## src/rtl/hilo_divider.sv

```systemverilog
// hilo_divider: iterative restoring divider for DIV/DIVU feeding the HI/LO registers.
// The quotient goes to LO, the remainder goes to HI, and done drives both write enables.
// Latency is fixed at DATA_WIDTH+2 cycles from the accept edge, divide-by-zero included.
// Optional build macro HILO_DIVIDER_ZERO_FLAG_EN adds the div_by_zero output.
module hilo_divider #(
   parameter int DATA_WIDTH = 32
) (
   input  logic                  clock,
   input  logic                  reset,
   input  logic                  start,
   input  logic                  is_signed,
   input  logic [DATA_WIDTH-1:0] dividend,
   input  logic [DATA_WIDTH-1:0] divisor,
   output logic                  busy,
   output logic                  done,
   output logic [DATA_WIDTH-1:0] quotient,
   output logic [DATA_WIDTH-1:0] remainder
`ifdef HILO_DIVIDER_ZERO_FLAG_EN
   ,
   output logic                  div_by_zero
`endif
);

   localparam int CW = $clog2(DATA_WIDTH + 1);

   typedef enum logic [1:0] {IDLE, CALC, DONE} state_t;

   state_t                  state;
   logic [CW-1:0]           count;
   logic [DATA_WIDTH-1:0]   part_rem;   // partial remainder
   logic [DATA_WIDTH-1:0]   work_q;     // dividend magnitude shifting out, quotient bits shifting in
   logic [DATA_WIDTH-1:0]   dsr_mag;    // divisor magnitude
   logic                    quo_neg;
   logic                    rem_neg;
   logic                    dsr_zero;

   logic [DATA_WIDTH:0]     shifted;
   logic [DATA_WIDTH-1:0]   trial;
   logic                    fits;
   logic [DATA_WIDTH-1:0]   dvd_abs;
   logic [DATA_WIDTH-1:0]   dsr_abs;
   logic [DATA_WIDTH-1:0]   q_fix;
   logic [DATA_WIDTH-1:0]   r_fix;

   // Operand magnitudes, one restoring step, and sign correction of the final result.
   always_comb begin
      // NOTE: every signal gets a value on every path, so no latch is inferred.
      shifted = {part_rem, work_q[DATA_WIDTH-1]};
      fits    = (shifted >= {1'b0, dsr_mag});
      // When fits is set the true difference is below dsr_mag, so the low bits are exact.
      trial   = shifted[DATA_WIDTH-1:0] - dsr_mag;
      dvd_abs = (is_signed && dividend[DATA_WIDTH-1]) ? -dividend : dividend;
      dsr_abs = (is_signed && divisor[DATA_WIDTH-1])  ? -divisor  : divisor;
      // Negating a zero remainder yields zero, so a clean remainder is never made negative.
      r_fix   = rem_neg ? -part_rem : part_rem;
      if (dsr_zero)
         q_fix = '1;
      else if (quo_neg)
         q_fix = -work_q;
      else
         q_fix = work_q;
   end

   // Control FSM with datapath registers and registered outputs.
   always_ff @(posedge clock or posedge reset) begin
      // NOTE: sequential state uses non-blocking assignments only, so every register samples pre-edge values.
      if (reset) begin
         // NOTE: working registers are cleared too, so an aborted operation leaves no stale state.
         state     <= IDLE;
         count     <= '0;
         part_rem  <= '0;
         work_q    <= '0;
         dsr_mag   <= '0;
         quo_neg   <= 1'b0;
         rem_neg   <= 1'b0;
         dsr_zero  <= 1'b0;
         busy      <= 1'b0;
         done      <= 1'b0;
         quotient  <= '0;
         remainder <= '0;
`ifdef HILO_DIVIDER_ZERO_FLAG_EN
         div_by_zero <= 1'b0;
`endif
      end else begin
         case (state)
            IDLE: begin
               if (start) begin
                  part_rem <= '0;
                  work_q   <= dvd_abs;
                  dsr_mag  <= dsr_abs;
                  quo_neg  <= is_signed & (dividend[DATA_WIDTH-1] ^ divisor[DATA_WIDTH-1]);
                  rem_neg  <= is_signed & dividend[DATA_WIDTH-1];
                  dsr_zero <= (divisor == '0);
                  count    <= '0;
                  busy     <= 1'b1;
                  state    <= CALC;
`ifdef HILO_DIVIDER_ZERO_FLAG_EN
                  div_by_zero <= (divisor == '0);
`endif
               end
            end
            CALC: begin
               if (count == CW'(DATA_WIDTH)) begin
                  quotient  <= q_fix;
                  remainder <= r_fix;
                  done      <= 1'b1;
                  state     <= DONE;
               end else begin
                  part_rem <= fits ? trial : shifted[DATA_WIDTH-1:0];
                  work_q   <= {work_q[DATA_WIDTH-2:0], fits};
                  count    <= count + 1'b1;
               end
            end
            DONE: begin
               done  <= 1'b0;
               busy  <= 1'b0;
               state <= IDLE;
            end
            default: state <= IDLE;
         endcase
      end
   end

endmodule

```

## config.mk

```make
export PLATFORM = sky130hd
export DESIGN_NAME = hilo_divider
export DESIGN_NICKNAME = d
export VERILOG_FILES = /design/src/rtl/hilo_divider.sv
export SDC_FILE = /design/constraint.sdc
export NUM_CORES = 1
export LEC_CHECK = 0
export CAP_MARGIN = 25
export CORE_ASPECT_RATIO = 0.9
export CORE_UTILIZATION = 30
export DETAILED_ROUTE_END_ITERATION = 10
export SETUP_SLACK_MARGIN = 0.2
export SYNTH_ARGS = -nofsm -noshare
export SYNTH_HDL_FRONTEND = slang
export SYNTH_SLANG_ARGS = --single-unit
```

## constraint.sdc

```tcl
create_clock -name clock -period 18.7 [get_ports clock]
set_clock_uncertainty 0.1 [all_clocks]
set_input_delay 5.61 -clock clock [delete_from_list [all_inputs] [get_ports clock]]
set_output_delay 5.61 -clock clock [all_outputs]
set_load 0.05 [all_outputs]
```

==> qor.yml, run 1 <==
run_status: "finished clean"
clkSinkCount: 173
p_int_mw: 1.37
overflow: 0
hold-worst-slack_ps: 373
seq_area_frac_synth_pct: 39.2
grt_pass1_wl_um: 50500
syn_area_mm2: 0.0110
syn_nets: 1404
drive_gt1_share_pct: 5.33
crit_required_ps: 18870
rsz0062_at_grt: "false"
synth_warnings: 0
core_region_area_mm2: 0.0362
p_clk_share_pct: 13.5
drcViolationCount: 0
finalPower_mw: 2.73
synth_area_leader_cell: "dfrtp_1"
dp_slack_ps: 9720
ys_top_cells_by_count: "173 x dfrtp_1, 165 x o21ai_0, 162 x nand2_1"
crit_path_max_fanout: 5
critical_path_arrival_ps: 8760
fp-row-count: 66
dieHeight_um: 184
syn_area_per_cell_um2: 8.51
grt_max_degree: 108
fin_crit_sh_pct: 45.9
place.gp.congestion: 0.906
worstMarginPinSlew_ps: 1040
grt_usage_pct: 17.0
clk_latency_ps: 450
fin_nets: 1501
synth_top_area_share_pct: 39.2
p_leak_nw: 5.51
dpl.cell_count: 1851
synth-async-reset-ratio_pct: 100
maxCapViolCount: 0
synthCells: 1297
vias: 9491
final_cells: 1884
port_buffers: 133
wl_per_cell_um: 16.7
tns_ps: 0
peakVddDrop_mv: 0.0732
setup_viol: 0
finalHoldViolations: 0
die_area_mm2: 0.0376
crit_path_end_kind: "flop"
ctsHoldBuffers: 0
antenna_found_initial: 1
tritoncts: "built"
hp-class: "flop to flop"
area_growth_pct: 22.0
synth.area.top_cells: "dfrtp_1 39%, xor2_1 7.6%, o21ai_0 7.5%"
routed_via_density: 5.04
firstDrtPassIters: 5
cp-start-kind: "primary input"
ys_seq_elements: 173
h-tree-depth: 4
synth.distinct_cells: 61
drt_iter0_markers: 687
postCtsSetupRepairBufs: 0
dp_hpwl_um: 23600
finalCriticalPeriod_ps: 8590
ios: 134
sw_frac_of_total_pct: 49.9
pwr-share-comb_pct: 58.8
synth_flop_cell: "dfrtp_1"
synth.most_common_cell: "dfrtp_1"
maxSlewViolCount: 0
fmax_ghz: 0.116
max-slew-margin-rel_pct: 30.7
layout_setup_ws_ps: 10110
crit_type: "primary input to flop"
cts.path.max_buffers: 2
root_buffer: "clkbuf_16"
die_w_um: 204
cts_resized: 0
grt_pass1_vias: 9047
final_antenna_net_count: 0
clk_pin_slew_ps: 70
drt-total-wl_um: 31400
start_util_pct: 30.5
power_density_mw_per_mm2: 203
seqPwrFrac_pct: 27.7
p_sw_mw: 1.36
numCtsBuffers: 17
synth_edf_count: 0
registers in the layout (all words and copies together), names as in the netlist, 2 cells and up:
name,flops
part_rem,32
state,2
work_q,32
count,6
remainder,32
dsr_mag,32
quotient,32
routing by layer:
metal / routed length [um] / GRT usage [%]
met5: 0 / 0
met4: 284 / 3.73
met3: 1830 / 3.65
met2: 12800 / 23.6
met1: 16500 / 26.2
worst paths after layout:
path,start,to,slack [ps],cells past startpoint
setup / recovery,dividend[2],work_q[29],10110,10
hold / removal,quotient[0],quotient[0],370,2
setup reg to reg,part_rem[7],work_q[0],15030,10
hold reg to reg,quotient[0],quotient[0],370,2
max in group asynchronous,reset,work_q[22],11000,4
min in group asynchronous,reset,quotient[22],5460,2
area by class of cell:
| class | instances | area, um2 |
|---|---|---|
| multi-input combinational | 998 | 6260 |
| antenna | 1 | 2.50 |
| tap | 476 | 596 |
| clock inverter | 15 | 176 |
| fill | 3713 | 22700 |
| timing repair buffer | 145 | 1450 |
| sequential | 173 | 4330 |
| inverter | 59 | 226 |
| clock buffer | 17 | 425 |
worst max-delay path: stages:
cell	delay, ps
clkdlybuf4s50_1	490
or3_1	420
or4_1	480
nand2b_1	250
nor4_2	500
nand2_1	150
or2_2	360
o41ai_2	240
xor2_1	180
o21ai_0	90
per-stage QoR:
stage	area [um2]	utilization, %
floorplan	11000	-
global placement	12800	35.4
detailed placement	12900	35.6
CTS	13500	37.2
global route	13500	37.2
finish	13500	37.2
cells by family (layout without fill, tap and decap cells):
logic type	Yosys count	in the layout	synth area share, %
DFF	173	173	39.2
AOI/OAI and AO/OA	414	414	22.7
xor gates and xnor gates	151	151	12.0
adders and majority gates	39	39	4.49
and+or+nand+nor	384	384	16.4
other	0	1	0
muxes	10	10	0.907
buffers and inverters	126	236	4.34
placed cells by master (no fill, tap or decap), types with 10 or more instances in the layout:
master,n
a21oi_1,95
o21ai_0,165
a22oi_1,28
nor4_1,14
clkbuf_16,17
inv_1,58
ha_1,38
nand2_1,161
a21o_1,12
o21ai_1,18
a32oi_1,10
dfrtp_1,173
o31ai_1,27
nand3_1,24
nand2b_1,15
nor3_1,18
xor2_1,96
xnor2_1,55
mux2i_1,10
clkdlybuf4s50_1,133
or4_1,13
nor2_1,81
o41ai_1,14
buf_4,10
power groups by stage:
stage | combinational [mW] | clock, mW | sequential [mW]
2_1_floorplan | 1.02 | 0 | 0.886
3_3_place_gp | 1.58 | 0 | 0.755
3_5_place_dp | 1.60 | 0 | 0.762
4_1_cts | 1.61 | 0.379 | 0.755
5_1_grt | 1.79 | 0.392 | 0.786
6_report | 1.61 | 0.368 | 0.758
No activity file was read; power rests on OpenSTA's default activity.
==> inputs of run 2 (changes only) <==
- clock period: 18.7 -> 8.36 ns (I/O delays scaled with it)
==> run 2 against run 1 <==
Effect of this change: combinational power grew 120%; sequential power grew 120%; register-to-register slack lost 10000 ps; power grew 120%; global-route usage is essentially flat; routed wire length shrank 0.41%; first-iteration DRC count grew 6.8%; hold slack gained 3.0 ps.
==> qor.yml, run 2 (synthesis gave the netlist of run 1 again) <==
run_status: "finished clean"  # unchanged
max-slew-margin-rel_pct: 37.7  # was 30.7%
numCtsBuffers: 17  # unchanged
grt_pass1_vias: 9013  # was 9,047
crit_path_end_kind: "flop"  # unchanged
critical-path-top-delay-family: "simple AND/OR/NAND/NOR gates"  # unchanged
grt_max_degree: 108  # unchanged
fmax_ghz: 0.183
postCtsSetupRepairBufs: 0  # unchanged
die_area_mm2: 0.0376  # unchanged
crit_required_ps: 8570  # was 18,870 ps
drt-total-wl_um: 31300  # was 31,400 um
final_antenna_net_count: 0  # unchanged
h-tree-depth: 4  # unchanged
critical_path_arrival_ps: 5660  # was 8760 ps
area_growth_pct: 22.4  # was 22.0%
worstMarginPinSlew_ps: 926  # was 1040 ps
drcViolationCount: 0  # unchanged
port_buffers: 133  # unchanged
cpPeakStageDelay_ps: 530  # was 500 ps
fp-row-count: 66  # unchanged
critical_path_buf_inv_count: 1  # unchanged
hp-class: "flop to flop"  # unchanged
routed_via_density: 5.06  # was 5.04
root_buffer: "clkbuf_16"  # unchanged
clk_latency_ps: 440  # was 450 ps
hold-worst-slack_ps: 376  # was 373 ps
wl_per_cell_um: 16.6  # was 16.7 um
cts.path.max_buffers: 2  # unchanged
setup_viol: 0  # unchanged
place.gp.congestion: 0.903  # was 0.906
die_w_um: 204  # unchanged
start_util_pct: 30.5  # unchanged
clkSinkCount: 173  # unchanged
crit_type: "primary input to flop"  # unchanged
tns_ps: 0  # unchanged
p_leak_nw: 5.54  # was 5.51 nW
grt_pass1_wl_um: 50700  # was 50,500 um
antenna_found_initial: 0  # was 1
rsz0062_at_grt: "false"  # unchanged
fin_crit_sh_pct: 65.2
peakVddDrop_mv: 0.163  # was 0.0732 mV
drive_gt1_share_pct: 5.40  # was 5.33%
tritoncts: "built"  # unchanged
maxCapViolCount: 0  # unchanged
fin_nets: 1502  # was 1,501
firstDrtPassIters: 5  # unchanged
path_cells: "clkdlybuf4s50_1 > or3_1 > or4_1 > nand2b_1 > nor4_2 > nand2_1 > or2_2 > o41ai_2 > xor2_1 > o21ai_0"  # unchanged
power_density_mw_per_mm2: 455  # was 203 mW/mm2
vias: 9527  # was 9,491
finalCriticalPeriod_ps: 5450
core_region_area_mm2: 0.0362  # unchanged
r2r_slack_ps: 4650  # was 15,030 ps
final_common_cell: "dfrtp_1"  # unchanged
finalHoldViolations: 0  # unchanged
clk_pin_slew_ps: 70  # about the same
fillers: 3680  # was 3,713
cp-start-kind: "primary input"  # unchanged
ios: 134  # unchanged
cts_resized: 0  # unchanged
ctsHoldBuffers: 0  # unchanged
dp_hpwl_um: 23500  # was 23,600 um
final_cell_mix: "173 x dfrtp_1, 165 x o21ai_0, 161 x nand2_1"  # unchanged
maxSlewViolCount: 0  # unchanged
crit_slowest_cell: "nor4_2"  # unchanged
dieHeight_um: 184  # unchanged
grt_usage_pct: 17.0  # about the same
crit_path_max_fanout: 5  # unchanged
drt_iter0_markers: 734  # was 687
overflow: 0  # unchanged
diodes: 0  # was 1
run 2: cell types whose count changed in the layout (fill, tap and decap cells not counted):
cell and delta:
clkbuf_8 +1, clkinv_4 -1, inv_8 -3, diode_2 -1, buf_16 +1, clkinv_2 +2
inv_6 +1, clkinv_8 -2, bufinv_16 +2
run 2: layout make-up:
| class | instances | area, um2 | share of cell area, % |
|---|---|---|---|
| Tap cell | 476 | 596 | 4.41 |
| Clock buffer | 18 | 439 | 3.25 |
| Sequential cell | 173 | 4330 | 32.0 |
| Timing Repair Buffer | 146 | 1480 | 10.9 |
| Clock inverter | 14 | 180 | 1.33 |
| Inverter | 59 | 226 | 1.68 |
| Multi-Input combinational cell | 998 | 6260 | 46.4 |
run 2: power breakdown:
| part | internal [mW] | switching (mW) |
|---|---|---|
| clock network | 0.485 | 0.362 |
| logic | 1.40 | 2.20 |
| registers | 1.24 | 0.460 |
| total | 3.12 | 3.02 |
run 2: metal layers:
metal / track usage, % / share of wire, % / vias to the layer above
li1: - / - / 4790
met1: 26.3 / 53 / 4525
met2: 23.9 / 41 / 194
met3: 3.28 / 4.8 / 18
met4: 3.55 / 0.98 / 0
met5: 0 / 0 / -
run 2: per-stage QoR:
stage | area (um2) | utilization (%) | cells | total power, mW | worst slack [ps]
6_report | 13500 | 37.4 | 1884 | 6.14 | 2910
5_1_grt | 13500 | 37.4 | 1884 | 6.67 | 2740
4_1_cts | 13500 | 37.3 | 1883 | 6.14 | 2890
3_5_place_dp | 12900 | 35.6 | 1851 | 5.27 | 2440
3_3_place_gp | 12800 | 35.4 | 1849 | 5.22 | 2550
2_1_floorplan | 11000 | - | 1297 | 4.26 | 1060
run 2: path summary, 6_finish.rpt:
kind | start | endpoint | depth (start not counted)
min in group asynchronous | reset | quotient[18] | 2
worst max register to register | part_rem[7] | work_q[0] | 10
worst min-delay path | quotient[27] | quotient[27] | 2
worst max-delay path | dividend[2] | work_q[29] | 10
max in group asynchronous | reset | work_q[27] | 3
worst min register to register | quotient[27] | quotient[27] | 2
run 2: worst min-delay path, cell delays in order (launching register included):
cell,delay (ps)
dfrtp_1,340
nand2_1,50
nand2_1,50
==> inputs of run 3 (changes only) <==
- clock period: 8.36 -> 4.9 ns (I/O delays scaled with it)
==> run 3 against run 2 <==
Effect of this change: largest power group unchanged; clock power rose by 65%; sequential share of layout area fell by 0.12 points; largest cell class unchanged; final cell count rose by 0.32%; critical endpoint unchanged.
==> qor.yml, run 3 (synthesis gave the netlist of run 1 again) <==
tritoncts: "built"  # unchanged
h-tree-depth: 4  # unchanged
port_buffers: 133  # unchanged
fillers: 3748  # was 3,680
grt_pass1_vias: 9292  # was 9,013
tns_ps: 0  # unchanged
drt-total-wl_um: 31500  # was 31,300 um
fin_crit_sh_pct: 85.4
final_cell_mix: "173 x dfrtp_1, 165 x o21ai_0, 161 x nand2_1"  # unchanged
antenna_found_initial: 3  # was 0
path_cells: "clkdlybuf4s50_1 > or3_1 > or4_1 > nand2b_1 > nor4_2 > nand2_1 > or2_2 > o41ai_2 > xor2_1 > o21ai_0"  # unchanged
fmax_ghz: 0.239
seqPwrFrac_pct: 27.6  # about the same
drive_gt1_share_pct: 5.73  # was 5.40%
firstDrtPassIters: 5  # unchanged
grt_usage_pct: 17.1  # was 17.0%
wl_per_cell_um: 16.7  # was 16.6 um
cpPeakStageDelay_ps: 470  # was 530 ps
hold-path-cell-count: 2  # unchanged
p_clk_share_pct: 13.3  # was 13.8%
maxCapViolCount: 0  # unchanged
routed_via_density: 5.06  # about the same
root_buffer: "clkbuf_16"  # unchanged
p_sw_mw: 5.18  # was 3.02 mW
dieHeight_um: 184  # unchanged
critical_path_buf_inv_count: 1  # unchanged
sw_frac_of_total_pct: 49.4  # was 49.2%
crit_type: "primary input to flop"  # unchanged
place.gp.congestion: 0.887  # was 0.903
run_status: "finished clean"  # unchanged
die_area_mm2: 0.0376  # unchanged
ctsHoldBuffers: 0  # unchanged
core_region_area_mm2: 0.0362  # unchanged
r2r_slack_ps: 1240  # was 4650 ps
dp_slack_ps: 258  # was 2440 ps
area_growth_pct: 22.8  # was 22.4%
overflow: 0  # unchanged
postCtsSetupRepairBufs: 0  # unchanged
crit_path_max_fanout: 4  # was 5
ff2ff_path_depth: 10  # unchanged
vias: 9569  # was 9,527
finalCriticalPeriod_ps: 4180
ios: 134  # unchanged
hp-class: "flop to flop"  # unchanged
crit_slowest_cell: "clkdlybuf4s50_1"  # was nor4_2
power_density_mw_per_mm2: 774  # was 455 mW/mm2
diodes: 0  # unchanged
final_antenna_net_count: 0  # unchanged
drcViolationCount: 0  # unchanged
drt_iter0_markers: 599  # was 734
crit_required_ps: 5110  # was 8570 ps
worstMarginPinSlew_ps: 1030  # was 926 ps
p_leak_nw: 5.56  # was 5.54 nW
crit_path_end_kind: "flop"  # unchanged
peakVddDrop_mv: 0.307  # was 0.163 mV
setup_viol: 0  # unchanged
die_w_um: 204  # unchanged
clkSinkCount: 173  # unchanged
final_common_cell: "dfrtp_1"  # unchanged
final_cells: 1890  # was 1,884
layout_setup_ws_ps: 717  # was 2910 ps
grt_pass1_wl_um: 51000  # was 50,700 um
cts_resized: 0  # unchanged
start_util_pct: 30.5  # unchanged
post-route-util_pct: 37.5  # was 37.4%
p_int_mw: 5.31  # was 3.12 mW
cp-start-kind: "primary input"  # unchanged
cts.path.max_buffers: 2  # unchanged
maxSlewViolCount: 0  # unchanged
grt_max_degree: 66  # was 108
clk_latency_ps: 440  # about the same
rsz0062_at_grt: "false"  # unchanged
dp_hpwl_um: 24200  # was 23,500 um
critical-path-top-delay-family: "simple AND/OR/NAND/NOR gates"  # unchanged
numCtsBuffers: 17  # unchanged
hold-worst-slack_ps: 377  # was 376 ps
fin_nets: 1508  # was 1,502
dpl.cell_count: 1858  # was 1,851
pwr-share-comb_pct: 59.1  # was 58.6%
clk_pin_slew_ps: 70  # about the same
critical_path_arrival_ps: 4390  # was 5660 ps
cp_num_cells: 10  # unchanged
finalHoldViolations: 0  # unchanged
max-slew-margin-rel_pct: 31.4  # was 37.7%
fp-row-count: 66  # unchanged
run 3: cell count changes in the layout (fill, tap and decap cells not counted), moves of 2 or more:
cell	delta
buf_12	+5
buf_4	+3
clkinv_4	-2
clkinvlp_4	+3
inv_6	-3
run 3: power by group through the flow:
| stage | clock network (mW) | logic [mW] | registers, mW |
|---|---|---|---|
| 4_1_cts | 1.43 | 6.20 | 2.89 |
| 3_5_place_dp | 0 | 6.17 | 2.92 |
| 6_report | 1.40 | 6.20 | 2.90 |
| 3_3_place_gp | 0 | 6.09 | 2.89 |
| 5_1_grt | 1.49 | 6.91 | 3.01 |
| 2_1_floorplan | 0 | 3.88 | 3.38 |
run 3: path summary, 6_finish.rpt:
| path | to | from |
|---|---|---|
| min reg2reg | quotient[2] | quotient[2] |
| min | quotient[2] | quotient[2] |
| max reg2reg | work_q[0] | part_rem[25] |
| max in group asynchronous | remainder[3] | reset |
| max | work_q[29] | dividend[2] |
| min in group asynchronous | quotient[22] | reset |
run 3: layout make-up:
| type | count | area, um2 | area share, % |
|---|---|---|---|
| Clock buffer | 20 | 457 | 3.37 |
| Clock inverter | 12 | 135 | 0.996 |
| Inverter | 59 | 225 | 1.66 |
| Multi-Input combinational cell | 998 | 6260 | 46.2 |
| Sequential cell | 173 | 4330 | 31.9 |
| Tap cell | 476 | 596 | 4.39 |
| Timing Repair Buffer | 152 | 1560 | 11.5 |
run 3: through the flow:
step | instance area (um2) | total power [mW]
2_1_floorplan | 11000 | 7.26
3_3_place_gp | 12900 | 8.97
3_5_place_dp | 13000 | 9.09
4_1_cts | 13600 | 10.5
5_1_grt | 13600 | 11.4
6_report | 13600 | 10.5
run 3: routing by layer:
metal / wire length [um] / vias up / part of all wire [%] / global-route usage (%)
li1: - / 4798 / - / -
met1: 16100 / 4505 / 51 / 25.6
met2: 12800 / 217 / 41 / 23.9
met3: 1810 / 43 / 5.8 / 3.85
met4: 713 / 6 / 2.3 / 5.73
met5: 41 / - / 0.13 / 0
run 3: worst register-to-register path, delay by kind of cell (launching register included):
family | cells | cell delay (ps)
buf+inv | 1 | 470
flops | 1 | 490
simple gates | 2 | 590
fa+ha+maj | 1 | 440
compound gates | 6 | 1420
